--- src/rtl/wave_osc.sv ---
// rtl/wave_osc.sv - multi-waveform phase-accumulator oscillator
// Square, saw, triangle and pulse outputs; mode/duty switch only at wrap or hard sync.
module wave_osc #(
  parameter int WIDTH      = 24,
  parameter int DUTY_WIDTH = 8
) (
  input  logic                  clk_in,
  input  logic                  rst_in,
  input  logic                  tick_in,
  input  logic [WIDTH-1:0]      phase_incr_in,
  input  logic [1:0]            mode_in,
  input  logic [DUTY_WIDTH-1:0] duty_in,
  input  logic                  sync_in,
  output logic [WIDTH-1:0]      val_out,
  output logic                  valid_out,
  output logic                  wrap_out
);

  localparam logic [1:0] MODE_SQUARE = 2'd0;
  localparam logic [1:0] MODE_SAW    = 2'd1;
  localparam logic [1:0] MODE_TRI    = 2'd2;
  localparam logic [1:0] MODE_PULSE  = 2'd3;

  localparam logic [WIDTH-1:0] HALF    = {1'b1, {(WIDTH-1){1'b0}}};
  localparam logic [WIDTH-1:0] VAL_MAX = {1'b0, {(WIDTH-1){1'b1}}};
  localparam logic [WIDTH-1:0] VAL_MIN = {1'b1, {(WIDTH-1){1'b0}}};

  logic [WIDTH-1:0]      phase_q, phase_d;
  logic [1:0]            act_mode_q, act_mode_d;
  logic [DUTY_WIDTH-1:0] act_duty_q, act_duty_d;
  logic                  armed_q, armed_d;
  logic                  pend_q, pend_d;
  logic                  pend_wrap_q, pend_wrap_d;
  logic [WIDTH-1:0]      val_q, val_d;
  logic                  valid_q, valid_d;
  logic                  wrap_q, wrap_d;

  logic [WIDTH:0]        sum;
  logic                  carry;
  logic                  load;
  logic [WIDTH-2:0]      tri_mag;
  logic [WIDTH-1:0]      wave;

  always_ff @(posedge clk_in or posedge rst_in) begin
    if (rst_in) begin
      phase_q     <= '0;
      act_mode_q  <= MODE_SQUARE;
      act_duty_q  <= '0;
      armed_q     <= 1'b1;
      pend_q      <= 1'b0;
      pend_wrap_q <= 1'b0;
      val_q       <= '0;
      valid_q     <= 1'b0;
      wrap_q      <= 1'b0;
    end else begin
      phase_q     <= phase_d;
      act_mode_q  <= act_mode_d;
      act_duty_q  <= act_duty_d;
      armed_q     <= armed_d;
      pend_q      <= pend_d;
      pend_wrap_q <= pend_wrap_d;
      val_q       <= val_d;
      valid_q     <= valid_d;
      wrap_q      <= wrap_d;
    end
  end

  // Phase update: sync beats tick; the carry out of the add marks a wrap.
  always_comb begin
    phase_d = phase_q;
    carry   = 1'b0;
    sum     = {1'b0, phase_q} + {1'b0, phase_incr_in};
    if (sync_in) begin
      phase_d = '0;
    end else if (tick_in) begin
      phase_d = sum[WIDTH-1:0];
      carry   = sum[WIDTH];
    end
  end

  // New mode/duty is captured together with the phase it applies to.
  always_comb begin
    load        = sync_in | (tick_in & (carry | armed_q));
    act_mode_d  = load ? mode_in : act_mode_q;
    act_duty_d  = load ? duty_in : act_duty_q;
    armed_d     = armed_q & ~load;
    pend_d      = sync_in | tick_in;
    pend_wrap_d = carry;
  end

  always_comb begin
    wave    = '0;
    tri_mag = phase_q[WIDTH-1] ? ~phase_q[WIDTH-2:0] : phase_q[WIDTH-2:0];
    case (act_mode_q)
      MODE_SQUARE: wave = phase_q[WIDTH-1] ? VAL_MIN : VAL_MAX;
      MODE_SAW:    wave = phase_q ^ HALF;
      MODE_TRI:    wave = {tri_mag, 1'b0} - HALF;
      MODE_PULSE:  wave = (phase_q[WIDTH-1 -: DUTY_WIDTH] < act_duty_q) ? VAL_MAX : VAL_MIN;
      default:     wave = '0;
    endcase
  end

  always_comb begin
    val_d   = pend_q ? wave : val_q;
    valid_d = pend_q;
    wrap_d  = pend_q & pend_wrap_q;
  end

  assign val_out   = val_q;
  assign valid_out = valid_q;
  assign wrap_out  = wrap_q;

endmodule

--- config.mk ---
export PLATFORM = sky130hd
export DESIGN_NAME = wave_osc
export DESIGN_NICKNAME = d
export VERILOG_FILES = /design/src/rtl/wave_osc.sv
export SDC_FILE = /design/constraint.sdc
export NUM_CORES = 1
export LEC_CHECK = 0
export BUFFER_PORTS_ARGS = -buffer_cell sky130_fd_sc_hd__buf_4
export CORE_ASPECT_RATIO = 1.2
export CORE_MARGIN = 5
export CORE_UTILIZATION = 62
export DETAILED_ROUTE_END_ITERATION = 12
export PLACE_DENSITY = 0.86
export SYNTH_ARGS = -nofsm -noshare
export SYNTH_HDL_FRONTEND = slang
export SYNTH_SLANG_ARGS = --single-unit
--- constraint.sdc ---
create_clock -name clk_in -period 4.25 [get_ports clk_in]
set_input_delay 0.425 -clock clk_in [delete_from_list [all_inputs] [get_ports clk_in]]
set_output_delay 0.425 -clock clk_in [all_outputs]
set_load 0.01 [all_outputs]
==> flow_summary_export.csv <==
group,metric,value,unit
sta,clock_skew,0.00945,ns
clocking,clk_pin_slew_worst_paths,0.08,ns
clocking,cts_hold_buf,0,
yosys,ys_seq_area_share,36.9,%
detailed_routing,wl_per_cell,18.7,um
cells_and_area,stdcell_count,587,
power,power_frac_comb,43.3,%
global_routing,antenna_found_initial,0,
global_routing,grt_max_degree,38,
sta,slew_headroom,23.2,%
yosys,syn_area_per_cell,9.68,sq um
detailed_routing,dr_total_vias,3698,
floorplan,core_area,6770,sq um
placed_design,post_dp_cell_area,4790,sq um
placed_design,globalplace.congestion,0.933,
sta,slew_violations,0,
cells_and_area,final_net_count,565,
cells_and_area,diodes,0,
job,max-cap-violations,0,
cells_and_area,syn2layout_area_growth,16.3,%
cells_and_area,drive_above_1_share,21.8,%
clocking,htreeDepth,3,
cells_and_area,register_area,1580,sq um
power,p_leak,0.00239,uW
floorplan,fp-row-count,33,
clocking,cts_setup_buffers,0,
sta,fin_ws,1.23,ns
worst_setup_path,reg2reg_from,"phase_q[0]",
clocking,clkSinkCount,63,
worst_setup_path,cp-start-kind,"register",
worst_setup_path,ff2ff_setup_slack,1.23,ns
floorplan,initial_core_util,63.2,%
global_routing,first_global_vias,3793,
yosys,yosys_warnings,0,
run_status,status,"complete, no violations",
detailed_routing,wirelength,11000,um
placed_design,port_buffers,63,
worst_setup_path,reg2reg_to,"act_duty_q[7]",
detailed_routing,firstDrtPassIters,6,
placed_design,dp_slack,1.12,ns
clocking,cts_tree,"done",
placed_design,dp_hpwl,7710,um
sta,fin_crit,3.02,ns
yosys,ys_ff_latch,63,
sta,worst-slew-pin-transition,1.15,ns
clocking,cts_resized,0,
detailed_routing,vias_per_cell,6.30,
sta,fmax,0.331,GHz
floorplan,ios,64,
sta,rsz0062_at_grt,"no",
global_routing,gr-total-overflow,0,
yosys,synthFlopType,"dfrtp_1",
power,power_frac_seq,36.8,%
sta,whs,0.232,ns
floorplan,floorplan.die.height,101,um
yosys,postSynthNetCount,512,
cells_and_area,final_design_area_no_fill,4980,sq um
power,sw_frac_of_total,38.9,%
cells_and_area,fill_cells,509,
yosys,postSynthCellCount,442,
yosys,syn_area,4280,sq um
power,vdd_drop_max,288,uV
worst_setup_path,worstSetupEndpointType,"register",
power,clockPowerShare,19.9,%
clocking,clk_latency,0.35,ns
floorplan,die_w,85.8,um
detailed_routing,antenna_left,0,
worst_setup_path,required,4.49,ns
power,p_sw,952,uW
floorplan,die_area,8670,sq um
worst_setup_path,r2r_cells,10,
yosys,synth_edf_count,0,
worst_setup_path,cp_max_fo,10,
worst_setup_path,worstPathArrival,3.26,ns
yosys,yosysUniqueCellTypes,54,
sta,tns,0,ns
global_routing,grt.total_usage,27.1,%
worst_hold_path,hold_path.class,"in2async",
sta,finalHoldViolations,0,
clocking,cts_made_buffers,9,
placed_design,dp.cells,571,
detailed_routing,drc,0,
worst_setup_path,crit_type,"reg2reg",
cells_and_area,multiInputGateArea,2550,sq um
sta,finalSetupViolations,0,
clocking,clockBufferDepth,2,
power,power_density,492,nW/um^2
yosys,synthArstFlopShare,100,%
power,internal-power,1500,uW
sta,period_share,71.1,%
detailed_routing,dr.first_iter.drc_count,341,
clocking,cts-root-buf,"clkbuf_8",
global_routing,grt_first_pass_wirelength,18600,um
[metrics by stage]
step	utilization, %	power [uW]
2_1_floorplan	-	1600
3_3_place_gp	70.8	1920
3_5_place_dp	70.8	1960
4_1_cts	73.5	2450
5_1_grt	73.5	2610
6_report	73.5	2450
[area by class of cell]
type                            count  share of cell area, %
Multi-Input combinational cell    338                   51.2
Clock buffer                       10                   2.77
Clock inverter                      6                  0.905
Inverter                           17                   1.28
Timing Repair Buffer               66                   9.95
Sequential cell                    63                   31.7
Tap cell                           87                   2.19
[worst max-delay path, cell delays in order, from the launching register on]
cell	delay, ns
dfrtp_1	0.44
ha_1	0.24
inv_1	0.07
fa_1	0.25
nor2b_4	0.06
o211ai_2	0.15
a21boi_2	0.11
o211ai_4	0.31
a211oi_4	0.12
o41ai_4	0.73
mux2_2	0.42
[power groups by stage]
stage / Combinational (uW) / Clock, uW / Sequential [uW]
global route: 1170 / 518 / 919
finish: 1060 / 489 / 901
global placement: 1020 / 0 / 901
CTS: 1060 / 491 / 896
floorplan: 701 / 0 / 896
detailed placement: 1050 / 0 / 905
[worst max-delay path by stage]
stage                      from       endpoint  slack (ns)  depth (start not counted)
2_1_floorplan  phase_incr_in[0]  act_duty_q[0]        1.59                         10
4_1_cts              phase_q[0]  act_duty_q[1]        1.22                         10
3_5_place_dp   phase_incr_in[0]  act_duty_q[7]        1.12                         11
5_1_grt              phase_q[0]  act_duty_q[1]        1.07                         10
3_3_place_gp   phase_incr_in[0]  act_mode_q[1]        1.23                         11
6_report             phase_q[0]  act_duty_q[7]        1.23                         10
[state kept, by name, indices dropped and copies added (netlist names)]
register     flops
pend_wrap_q      1
armed_q          1
wrap_out         1
phase_q         24
valid_out        1
pend_q           1
act_duty_q       8
val_out         24
act_mode_q       2
[cells in the mapped netlist, drive strengths merged, types with 2 or more instances]
master	number	area share, %
a2111oi	2	0.41
ha	31	9.1
a21o	11	1.9
a31oi	4	0.58
buf	4	0.44
nor2	26	2.3
a211oi	5	1.2
nand4	3	0.44
a21oi	30	3.7
a21boi	2	0.44
mux2	11	2.9
nor3b	2	0.35
nand3	7	0.82
o211ai	7	1.7
mux2i	8	1.9
a32o	2	0.47
o21bai	2	0.44
a22o	12	2.5
dfrtp	62	36
inv	17	1.5
xor2	11	2.3
nor2b	25	3.8
clkbuf	20	1.8
and3	2	0.32
o21ai	11	1.3
nand2	45	3.9
nand2b	2	0.29
and2	5	0.73
xnor2	31	6.3
o21a	6	1.1
a222oi	22	5.1
[cells by family after synthesis]
logic type	synth area share (%)
buf+inv	3.68
compound gates	22.7
flops	36.9
simple gates	13.9
mux	4.77
xor+xnor	8.60
fa+ha+maj	9.53
[placed cells by master, fill, tap and decap left out, types with 10 or more instances in the layout]
cell      instances
ha_1             31
nor2_1           24
o21ai_0          11
xor2_1           11
a21o_1           11
buf_4            66
clkbuf_8         10
dfrtp_1          62
inv_1            16
nand2_1          45
nor2b_1          24
a222oi_1         22
mux2_2           11
xnor2_1          31
a21oi_1          28
a22o_1           12
[routing by layer]
| metal | up-vias | wire (um) | GRT usage [%] |
|---|---|---|---|
| li1 | 1730 | - | - |
| met1 | 1778 | 4520 | 34.9 |
| met2 | 170 | 5540 | 46.5 |
| met3 | 20 | 719 | 3.60 |
| met4 | 0 | 196 | 10.2 |
| met5 | - | 0 | 0 |
Power figures use the tool's default switching activity.
